**src/rtl/td4_pkg.sv**
```systemverilog
// td4_pkg: shared widths, opcodes, reset defaults and ALU source select for the TD4 core
package td4_pkg;
  localparam int TD4_DW = 4;
  localparam int TD4_IW = 8;
  localparam logic [TD4_DW-1:0] RESET_PC_DEF = 4'h0;
  localparam logic [TD4_DW-1:0] RESET_OUT_DEF = 4'h0;
  localparam logic [3:0] OP_ADD_A = 4'b0000;
  localparam logic [3:0] OP_MOV_AB = 4'b0001;
  localparam logic [3:0] OP_IN_A = 4'b0010;
  localparam logic [3:0] OP_MOV_AI = 4'b0011;
  localparam logic [3:0] OP_MOV_BA = 4'b0100;
  localparam logic [3:0] OP_ADD_B = 4'b0101;
  localparam logic [3:0] OP_IN_B = 4'b0110;
  localparam logic [3:0] OP_MOV_BI = 4'b0111;
  localparam logic [3:0] OP_OUT_B = 4'b1001;
  localparam logic [3:0] OP_OUT_IM = 4'b1011;
  localparam logic [3:0] OP_JNC = 4'b1110;
  localparam logic [3:0] OP_JMP = 4'b1111;
  typedef enum logic [1:0] {SRC_A, SRC_B, SRC_IN, SRC_ZERO} src_e;
endpackage

```
**src/rtl/td4_if.sv**
```systemverilog
// td4_if: program ROM bus (master = core drives ROM_ADDR, slave = ROM returns ROM_DATA combinationally)
interface td4_if;
  import td4_pkg::*;
  logic [TD4_DW-1:0] ROM_ADDR;
  logic [TD4_IW-1:0] ROM_DATA;
  modport master(output ROM_ADDR, input ROM_DATA);
  modport slave(input ROM_ADDR, output ROM_DATA);
endinterface

```
**src/rtl/td4_alu.sv**
```systemverilog
// td4_alu: source mux (A/B/IN/zero) plus 4-bit adder with carry-out; sel, a, b, in_port, im in; y, co out
module td4_alu
  import td4_pkg::*;
(
  input  src_e              sel,
  input  logic [TD4_DW-1:0] a,
  input  logic [TD4_DW-1:0] b,
  input  logic [TD4_DW-1:0] in_port,
  input  logic [TD4_DW-1:0] im,
  output logic [TD4_DW-1:0] y,
  output logic              co
);
  logic [TD4_DW-1:0] opnd;
  always_comb begin
    opnd = sel == SRC_A ? a : sel == SRC_B ? b : sel == SRC_IN ? in_port : '0;
    {co, y} = {1'b0, opnd} + {1'b0, im};
  end
endmodule

```
**src/rtl/td4_core.sv**
```systemverilog
// td4_core: TD4 fetch/execute engine; CLK, CLR_N (async low), EN step, rom bus, IN_PORT in; OUT_PORT, DBG_A/B/C out
module td4_core
  import td4_pkg::*;
#(
  parameter logic [TD4_DW-1:0] RESET_PC = RESET_PC_DEF,
  parameter logic [TD4_DW-1:0] RESET_OUT = RESET_OUT_DEF
) (
  input  logic              CLK,
  input  logic              CLR_N,
  input  logic              EN,
  td4_if.master             rom,
  input  logic [TD4_DW-1:0] IN_PORT,
  output logic [TD4_DW-1:0] OUT_PORT,
  output logic [TD4_DW-1:0] DBG_A,
  output logic [TD4_DW-1:0] DBG_B,
  output logic              DBG_C
);
  logic [TD4_DW-1:0] a, b, pc, im, y;
  logic [3:0] op;
  logic c, co, ld_a, ld_b, ld_o, is_add, use_im, jmp;
  src_e sel;
  assign op = rom.ROM_DATA[7:4];
  assign im = rom.ROM_DATA[3:0];
  assign rom.ROM_ADDR = pc;
  assign DBG_A = a;
  assign DBG_B = b;
  assign DBG_C = c;
  // opcode low bits map directly onto the source select for every data-moving instruction
  assign sel = src_e'(op[1:0]);
  assign ld_a = op inside {OP_ADD_A, OP_MOV_AB, OP_IN_A, OP_MOV_AI};
  assign ld_b = op inside {OP_MOV_BA, OP_ADD_B, OP_IN_B, OP_MOV_BI};
  assign ld_o = op inside {OP_OUT_B, OP_OUT_IM};
  assign is_add = op inside {OP_ADD_A, OP_ADD_B};
  assign use_im = op inside {OP_ADD_A, OP_ADD_B, OP_MOV_AI, OP_MOV_BI, OP_OUT_IM};
  assign jmp = op == OP_JMP || (op == OP_JNC && !c);
  td4_alu u_alu (
    .sel(sel),
    .a(a),
    .b(b),
    .in_port(IN_PORT),
    .im(use_im ? im : '0),
    .y(y),
    .co(co)
  );
  always_ff @(posedge CLK or negedge CLR_N) begin
    if (!CLR_N) begin
      pc <= RESET_PC;
      a <= '0;
      b <= '0;
      c <= 1'b0;
      OUT_PORT <= RESET_OUT;
    end else if (EN) begin
      a <= ld_a ? y : a;
      b <= ld_b ? y : b;
      OUT_PORT <= ld_o ? y : OUT_PORT;
      c <= is_add & co;
      pc <= jmp ? im : pc + 4'd1;
    end
  end
endmodule
```
**src/flat_wrapper.sv**
```systemverilog
// flat-port wrapper written by rule: the top's interface ports become plain ports
module td4_core_flat import td4_pkg::*;
#(
  parameter logic [TD4_DW-1:0] RESET_PC = RESET_PC_DEF,
  parameter logic [TD4_DW-1:0] RESET_OUT = RESET_OUT_DEF
)
  (CLK, CLR_N, EN, IN_PORT, OUT_PORT, DBG_A, DBG_B, DBG_C, rom_ROM_ADDR, rom_ROM_DATA);
  td4_if rom_i ();
  input  logic CLK;
  input  logic CLR_N;
  input  logic EN;
  input  logic [TD4_DW-1:0] IN_PORT;
  output logic [TD4_DW-1:0] OUT_PORT;
  output logic [TD4_DW-1:0] DBG_A;
  output logic [TD4_DW-1:0] DBG_B;
  output logic DBG_C;
  output wire logic [$bits(rom_i.ROM_ADDR)-1:0] rom_ROM_ADDR;
  input wire logic [$bits(rom_i.ROM_DATA)-1:0] rom_ROM_DATA;
  assign rom_ROM_ADDR = rom_i.ROM_ADDR;
  assign rom_i.ROM_DATA = rom_ROM_DATA;
  td4_core #(.RESET_PC(RESET_PC), .RESET_OUT(RESET_OUT)) u_core (.CLK(CLK), .CLR_N(CLR_N), .EN(EN), .rom(rom_i), .IN_PORT(IN_PORT), .OUT_PORT(OUT_PORT), .DBG_A(DBG_A), .DBG_B(DBG_B), .DBG_C(DBG_C));
endmodule
```
**config.mk**
```make
export PLATFORM = sky130hd
export DESIGN_NAME = td4_core_flat
export DESIGN_NICKNAME = d
export VERILOG_FILES = /design/src/rtl/td4_pkg.sv /design/src/rtl/td4_if.sv /design/src/rtl/td4_alu.sv /design/src/rtl/td4_core.sv /design/src/flat_wrapper.sv
export SDC_FILE = /design/constraint.sdc
export NUM_CORES = 1
export LEC_CHECK = 0
export BUFFER_PORTS_ARGS = -buffer_cell sky130_fd_sc_hd__buf_4
export CAP_MARGIN = 20
export CORE_ASPECT_RATIO = 0.75
export CORE_MARGIN = 2
export CORE_UTILIZATION = 40
export CTS_CLUSTER_DIAMETER = 30
export DETAILED_ROUTE_END_ITERATION = 12
export HOLD_SLACK_MARGIN = 0.15
export MAX_ROUTING_LAYER = met4
export SYNTH_ARGS = -nofsm -noshare
export SYNTH_HDL_FRONTEND = slang
export SYNTH_SLANG_ARGS = --single-unit
export TNS_END_PERCENT = 20
```
**constraint.sdc**
```tcl
create_clock -name CLK -period 3.8 [get_ports CLK]
set_input_delay 0.19 -clock CLK [delete_from_list [all_inputs] [get_ports CLK]]
set_output_delay 0.19 -clock CLK [all_outputs]
set_load 0.1 [all_outputs]
```
# ---- Yosys cells after proc, flatten, opt, wreduce, memory -nomap -nowiden
# Cells that the tools add are included.
dict set report classes {
  add_sub_neg 2
  n_reduce_logical 13
  mux 5
  bitwise_logic 1
  n_eq_ne 13
}
# cell n
set op_table {}
lappend op_table {{4-bit two-way mux} 5}
lappend op_table {{4-bit by 3-bit == test with 1-bit output (second input constant)} 4}
lappend op_table {{4-bit == test (second input constant)} 4}
lappend op_table {{4-bit by 2-bit == test with 1-bit output (second input constant)} 2}
lappend op_table {{4-bit nonzero test} 2}
lappend op_table {{2-bit AND reduction} 3}
lappend op_table {{4-bit by 4-bit adder with 5-bit output} 1}
lappend op_table {{5-bit nonzero test} 1}
lappend op_table {{4-bit by 1-bit adder with 4-bit output (second input constant)} 1}
lappend op_table {{4-bit by 1-bit == test with 1-bit output (second input constant)} 1}
lappend op_table {{4-bit zero test} 1}
lappend op_table {{2-bit nonzero test} 2}
lappend op_table {{2-bit by 1-bit == test with 1-bit output (second input constant)} 1}
lappend op_table {{2-bit == test (second input constant)} 1}
lappend op_table {{2-bit zero test} 1}
lappend op_table {{1-bit AND} 1}
lappend op_table {{1-bit logical AND} 1}
lappend op_table {{1-bit zero test} 1}
lappend op_table {{1-bit logical OR} 1}
dict set report word_totals {
  word_cells 39
  register_bits 17
}

# ---- Logic depth before layout (Yosys ltp)
# Gate-level depths: netlist of run 1.
dict set report depth {
  ltp_word 6
  mapped_depth 12
  ltp_nobuf 11
}

# ---- Modules after synthesis
# A second synthesis of run 1 with hierarchy kept.
dict set report hier_totals {
  cells_unflattened 98
  hier_area_um2 1071.0
}
# module cells_each n_inst area_per_inst_um2 seq_area_each_um2
set modules_own_cells {}
lappend modules_own_cells {td4_core 71 1 842.1 425.4}
lappend modules_own_cells {td4_alu 27 1 229.0 0.0}

# ---- Least setup slack after synthesis of run 1
# No wires, ideal clock.
dict set report synth_path {
  kind {reg2reg}
  start {reg u_core.a[1] (netlist: u_core.DBG_A[1])}
  end {reg u_core.a[3] (netlist: u_core.DBG_A[3])}
  path_stages_with_launch 9
  slack_ps 1495
  period_less_slack_ps 2305
  n_path_buf 0
  arrival_ps 2179
  path_cell_list {dfrtp_1 > mux2i_1 > nor2_1 > a21o_1 > ha_1 > a21o_1 > a21oi_1 > xnor2_1 > mux2_4}
}
dict set report synth_between {
  elab_chain_len 2
}
# item line_no
set synth_lines {}
lappend synth_lines {{start, declared} td4_core.sv:18} ;# logic [TD4_DW-1:0] a, b, pc, im, y;
lappend synth_lines {{start signal, assigned} td4_core.sv:53} ;# a <= ld_a ? y : a;
lappend synth_lines {{4-bit two-way mux} td4_alu.sv:15} ;# opnd = sel == SRC_A ? a : sel == SRC_B ? b : sel == SRC_IN ? in_port : '0;
lappend synth_lines {{4-bit by 4-bit adder with 5-bit output} td4_alu.sv:16} ;# {co, y} = {1'b0, opnd} + {1'b0, im};
# No other way between the ends.
# A chain may end at the register's enable or synchronous reset.

# ---- Worst setup path after layout of run 1
# Ends and elaborated chain as after synthesis.

==> results of run 1 <==
==> worst register-to-register path, stage by stage, from the launching register on <==
cell,delay (ns)
dfrtp_1,0.41
mux2i_1,0.13
nor2_1,0.05
a21o_1,0.17
ha_1,0.27
a21o_1,0.18
a21oi_1,0.17
xnor2_1,0.12
mux2_4,0.27
==> per-layer routing <==
metal / track usage / wire length (µm)
met1: 0.233 / 1170
met2: 0.294 / 1030
met3: 0.0600 / 142
met4: 0.0222 / 7
met5: - / 0
==> sequential cells by signal, indices dropped and copies added (netlist names) <==
signal and cells:
u_core.DBG_A 4, u_core.DBG_B 4, u_core.OUT_PORT 4, u_core.rom.ROM_ADDR 4
u_core.DBG_C 1
==> stage by stage <==
stage / setup slack [ns] / power (mW) / instance area [µm²] / instances / utilization
3_3_place_gp: 1.76 / 0.998 / 1280 / 163 / 0.535
5_1_grt: 1.81 / 1.16 / 1330 / 170 / 0.560
3_5_place_dp: 1.73 / 1.01 / 1280 / 163 / 0.535
2_1_floorplan: 1.50 / 0.854 / 1040 / 104 / -
4_1_cts: 1.90 / 1.11 / 1330 / 170 / 0.560
6_report: 1.92 / 1.10 / 1330 / 170 / 0.560
==> kinds of logic (layout without fill, tap and decap cells) <==
family	Yosys count	count (layout)
AND/OR/NAND/NOR	28	28
adder cells (fa/ha/maj)	6	6
flip-flops	17	17
buffers and inverters	13	45
XOR/XNOR	3	3
AO/OA/AOI/OAI	23	23
multiplexers	14	14
==> Yosys cell counts, drive strengths merged (2+ instances only) <==
cell type / instances
inv: 7
nand2: 13
ha: 5
a21oi: 2
nor2: 4
buf: 6
a22oi: 2
dfrtp: 17
mux2: 6
and2: 4
xnor2: 2
o21ai: 12
nor2b: 2
mux2i: 8
a21o: 2
==> where the power goes <==
group	internal, mW	switching (mW)	leakage, nW
Combinational	0.162	0.552	0.434
Clock	0.0392	0.0590	0.0177
Sequential	0.241	0.0461	0.212
Total	0.442	0.657	0.664
==> layout by cell type, fill, tap and decap left out <==
master / Yosys / final
xor2_1: 1 / 1
fa_1: 1 / 1
nand2_1: 13 / 13
ha_1: 5 / 5
nand4b_1: 1 / 1
a21oi_1: 2 / 2
xnor2_1: 2 / 2
nor2_1: 4 / 4
a21o_1: 2 / 2
nor2b_1: 2 / 2
dfrtp_1: 17 / 17
o21ai_0: 12 / 12
or3_4: 1 / 1
mux2_2: 4 / 4
nand3b_1: 1 / 1
clkbuf_4: 0 / 3
nand3_1: 1 / 1
o21a_1: 1 / 1
clkinv_2: 0 / 1
and3_1: 1 / 1
a22o_1: 1 / 1
inv_1: 7 / 7
mux2i_1: 8 / 8
a22oi_1: 2 / 2
o311ai_1: 1 / 1
and2_1: 4 / 4
buf_4: 0 / 31
mux2_4: 2 / 2
o2111ai_1: 1 / 1
o2111a_1: 1 / 1
dlygate4sd3_1: 0 / 3
==> path summary, 6_finish.rpt <==
check,end,start,slack [ns],depth (start not counted)
max,u_core.DBG_A[3],u_core.DBG_A[1],1.92,8
min,u_core.rom.ROM_ADDR[1],rom_ROM_DATA[1],0.23,3
max reg2reg,u_core.DBG_A[3],u_core.DBG_A[1],1.92,8
min reg2reg,u_core.OUT_PORT[1],u_core.OUT_PORT[1],0.49,2
max in group asynchronous,u_core.DBG_A[1],CLR_N,3.32,2
min in group asynchronous,u_core.DBG_B[0],CLR_N,0.29,2
==> area by class of cell <==
class | count | area, µm² | share of cell area
Multi-Input combinational cell | 74 | 549 | 0.412
Clock inverter | 1 | 5.00 | 0.00375
Tap cell | 34 | 42.5 | 0.0319
Clock buffer | 3 | 22.5 | 0.0169
Inverter | 7 | 26.3 | 0.0197
Timing Repair Buffer | 34 | 263 | 0.197
Sequential cell | 17 | 425 | 0.319
==> results.sh, run 1 <==
export IMPL_syn_area_um2=1040
export IMPL_grt_start_max_net_pins=18
export IMPL_status="finished, final reports clean"
export IMPL_synthAdderAreaFrac=0.0791
export IMPL_synth_xor_area_frac=0.0252
export IMPL_ys_seq_area_frac=0.408
export IMPL_maxSlewViolCount=0
export IMPL_drive_gt1_frac=0.309
export IMPL_setup_worst_path_end_class="flop"
export IMPL_synth_top_family_by_area="multiplexers"
export IMPL_grt_pass1_wl_mm=3.97
export IMPL_grt_usage=0.182
export IMPL_synth_compound_area_frac=0.139
export IMPL_fin_skew_ns=0.00292
export IMPL_cpPeakStageDelay_ns=0.41
export IMPL_power_density_nw_per_um2=824
export IMPL_cts_root_buf="clkbuf_4"
export IMPL_crit_required_ns=3.99
export IMPL_hold_path_class="in2reg"
export IMPL_cts_tree="yes"
export IMPL_synth_top_cell_area_share=0.408
export IMPL_die_area_um2=3040
export IMPL_yosysWarnings=0
export IMPL_synth_top_cell_by_area="dfrtp_1"
export IMPL_crit_path_start_kind="flop"
export IMPL_num_vias=844
export IMPL_path_buf_inv=0
export IMPL_die_w_um=63.0
export IMPL_rsz0062_at_grt="false"
export IMPL_syn_area_per_cell_um2=10.0
export IMPL_period_share=0.494
export IMPL_path_class="reg2reg"
export IMPL_start_util=0.438
export IMPL_ctsHoldBuffers=3
export IMPL_n_fill_cell=250
export IMPL_worstSkewPairLatency_ns=0.29
export IMPL_max_slew_margin=0.771
export IMPL_ys_flop_type="dfrtp_1"
export IMPL_fin_crit_ns=1.88
export IMPL_max_freq_mhz=532
export IMPL_crit_top_cell="a21o_1"
export IMPL_path_cells="mux2i_1, nor2_1, a21o_1, ha_1, a21o_1, a21oi_1, xnor2_1, mux2_4"
export IMPL_worst_pin_slew_ns=0.343
export IMPL_drc_errors=0
export IMPL_first_pass_iters=5
export IMPL_wl_per_cell_um=13.8
export IMPL_cts_buffers=3
export IMPL_area_growth_pct=27.8
export IMPL_clk_path_buf_depth=2
export IMPL_post_cts_resized=0
export IMPL_portBuffers=31
export IMPL_synth_area_mux_share=0.149
export IMPL_setup_violations=0
export IMPL_synth_edff_count=0
export IMPL_viasPerCell=4.96
export IMPL_core_area_um2=2380
export IMPL_arrival_ns=2.07
export IMPL_clkTransAtPathRegs_ns=0.10
export IMPL_synth_nets=125
export IMPL_cpLargestDelayFamily="compound AO/OA/AOI/OAI gates"
export IMPL_post_cts_buffers=0
export IMPL_antenna_found_initial=0
export IMPL_hold_ws_ns=0.229
export IMPL_synth_area_top_cells="dfrtp_1 (41%), mux2i_1 (7.7%), ha_1 (6.0%)"
export IMPL_hpwl_mm=1.80
export IMPL_yosys_register_bits=17
export IMPL_route_final_wire_length_mm=2.35
export IMPL_async_reset_ff_frac=1.00
export IMPL_leakagePower_nw=0.664
export IMPL_io_pins=32
export IMPL_final_setup_tns_ns=0
export IMPL_slowest_stage="dfrtp_1"
export IMPL_drv_cap=0
export IMPL_final_net_count=158
export IMPL_grt_pass1_vias=851
export IMPL_ir_drop_mv=0.460
export IMPL_place_congestion=0.862
export IMPL_rows=15
export IMPL_syn_inst=104
export IMPL_antenna_cells=0
export IMPL_hold_viol=0
export IMPL_critPathMaxFanout=3
export IMPL_ant_nets=0
export IMPL_first_iter_violations=24
export IMPL_clkSinkCount=17
export IMPL_die_h_um=48.2
export IMPL_synthDistinctLibCells=29
export IMPL_overflow=0
export IMPL_cts_htree_levels=1
export IMPL_synthSimpleGateAreaFrac=0.134
No activity file was read; power rests on OpenSTA's default activity.
==> inputs of run 2 (changes only) <==
==> constraint.sdc (replaced) <==
create_clock -name CLK -period 2 [get_ports CLK]
set_input_delay 0.1 -clock CLK [delete_from_list [all_inputs] [get_ports CLK]]
set_output_delay 0.1 -clock CLK [all_outputs]
set_load 0.1 [all_outputs]
==> run 2 against run 1 <==
Die area unchanged. Sequential share of layout area decreased by 0.65 points. Sequential power increased by 95%. Clock power increased by 85%. First-iteration DRC count increased by 120%. Critical path type unchanged. Largest power group unchanged.
==> results.sh, run 2 (synthesized netlist as in run 1, its figures left out) <==
export IMPL_setup_violations=0
export IMPL_fin_crit_ns=1.92
export IMPL_hold_path_class="in2reg"
export IMPL_portBuffers=31
export IMPL_maxSlewViolCount=0
export IMPL_wl_per_cell_um=13.5
export IMPL_hold_viol=0
export IMPL_overflow=0
export IMPL_first_iter_violations=53
export IMPL_path_buf_inv=0
export IMPL_cpPeakStageDelay_ns=0.49
export IMPL_drive_gt1_frac=0.376
export IMPL_first_pass_iters=4
export IMPL_area_growth_pct=33.9
export IMPL_status="finished, final reports clean"
export IMPL_max_freq_mhz=521
export IMPL_path_class="reg2reg"
export IMPL_cts_buffers=3
export IMPL_critPathMaxFanout=3
export IMPL_grt_usage=0.166
export IMPL_num_vias=872
export IMPL_max_slew_margin=0.778
export IMPL_core_area_um2=2380
export IMPL_die_h_um=48.2
export IMPL_setup_worst_path_end_class="flop"
export IMPL_crit_path_start_kind="flop"
export IMPL_antenna_found_initial=0
export IMPL_io_pins=32
export IMPL_grt_pass1_vias=765
export IMPL_period_share=0.960
export IMPL_crit_required_ns=2.18
export IMPL_grt_start_max_net_pins=18
export IMPL_cts_root_buf="clkbuf_4"
export IMPL_final_common_cell="buf_4"
export IMPL_worst_pin_slew_ns=0.331
export IMPL_layout_common_cells="buf_4 (34), nand2_1 (13), o21ai_0 (12)"
export IMPL_ant_nets=0
export IMPL_antenna_cells=0
export IMPL_cpLargestDelayFamily="compound AO/OA/AOI/OAI gates"
export IMPL_leakagePower_nw=0.684
export IMPL_die_w_um=63.0
export IMPL_viasPerCell=4.98
export IMPL_worstSkewPairLatency_ns=0.29
export IMPL_rows=15
export IMPL_final_setup_tns_ns=0
export IMPL_hold_ws_ns=0.169
export IMPL_fin_skew_ns=0.0103
export IMPL_die_area_um2=3040
export IMPL_clk_path_buf_depth=2
export IMPL_drv_cap=0
export IMPL_cts_htree_levels=1
export IMPL_slowest_stage="dfrtp_4"
export IMPL_cts_tree="yes"
export IMPL_path_cells="mux2i_1, nor2_1, a21o_1, ha_1, a21o_1, a21oi_2, xnor2_2, mux2_4"
export IMPL_hpwl_mm=1.80
export IMPL_n_fill_cell=225
export IMPL_power_density_nw_per_um2=1520
export IMPL_arrival_ns=2.10
export IMPL_crit_top_cell="a21o_1"
export IMPL_ir_drop_mv=0.992
export IMPL_clkTransAtPathRegs_ns=0.10
export IMPL_grt_pass1_wl_mm=3.63
export IMPL_place_congestion=0.825
export IMPL_route_final_wire_length_mm=2.37
export IMPL_clkSinkCount=17
export IMPL_start_util=0.438
export IMPL_final_net_count=163
export IMPL_drc_errors=0
-- run 2: cell count changes in the layout (fill, tap and decap cells not counted), sizes merged --
cell	change
buf	+3
dlygate4sd3	+2
clkbuf	+1
clkinv	-1
-- run 2: tightest hold or removal path, cell delays in order --
cell and delay, ns:
buf_4 0.09, mux2i_1 0.06, a22oi_1 0.17
-- run 2: cell type report --
cell class / count / area [µm²] / share of cell area
clock buffers: 4 / 26.3 / 0.0188
inverters: 7 / 26.3 / 0.0188
multi-input cells: 74 / 561 / 0.401
flip-flops and latches: 17 / 437 / 0.312
well taps: 34 / 42.5 / 0.0304
repair buffers: 39 / 305 / 0.218
-- run 2: metal layers --
layer  global-route usage  part of all wire
met1                0.234              0.50
met4               0.0133                 0
met3               0.0485             0.071
met5                    -                 0
met2                0.245              0.43
-- run 2: timing repair --
item | 4_1_cts | 5_1_grt
endpoints found under the hold margin | 22 | 0
setup buffers | 0 | 1
hold buffers | 5 | 0
resized for setup | 0 | 1
endpoints found under the setup margin | 0 | 2
-- run 2: report_power, final --
group / internal [mW] / total, mW / switching [mW]
Sequential: 0.469 / 0.560 / 0.0913
Combinational: 0.332 / 1.38 / 1.05
Clock: 0.0774 / 0.182 / 0.105
Total: 0.878 / 2.13 / 1.25
-- run 2: metrics by stage --
step / instances / worst slack, ns / util / power (mW) / instance area, µm²
floorplan: 104 / -0.00300 / - / 1.64 / 1060
global placement: 165 / 0.0962 / 0.548 / 1.91 / 1310
detailed placement: 165 / 0.0835 / 0.548 / 1.93 / 1310
CTS: 174 / 0.0780 / 0.580 / 2.13 / 1380
global route: 175 / -0.00953 / 0.586 / 2.23 / 1400
finish: 175 / 0.0799 / 0.586 / 2.13 / 1400
-- run 2: final timing paths --
| path | cells after the start | from | slack [ns] | end |
|---|---|---|---|---|
| max | 8 | u_core.DBG_A[1] | 0.08 | u_core.DBG_A[3] |
| min | 3 | rom_ROM_DATA[3] | 0.17 | u_core.rom.ROM_ADDR[3] |
| max reg2reg | 8 | u_core.DBG_A[1] | 0.08 | u_core.DBG_A[3] |
| min reg2reg | 2 | u_core.OUT_PORT[2] | 0.49 | u_core.OUT_PORT[2] |
| max in group asynchronous | 2 | CLR_N | 1.57 | u_core.DBG_A[1] |
| min in group asynchronous | 2 | CLR_N | 0.20 | u_core.DBG_C |
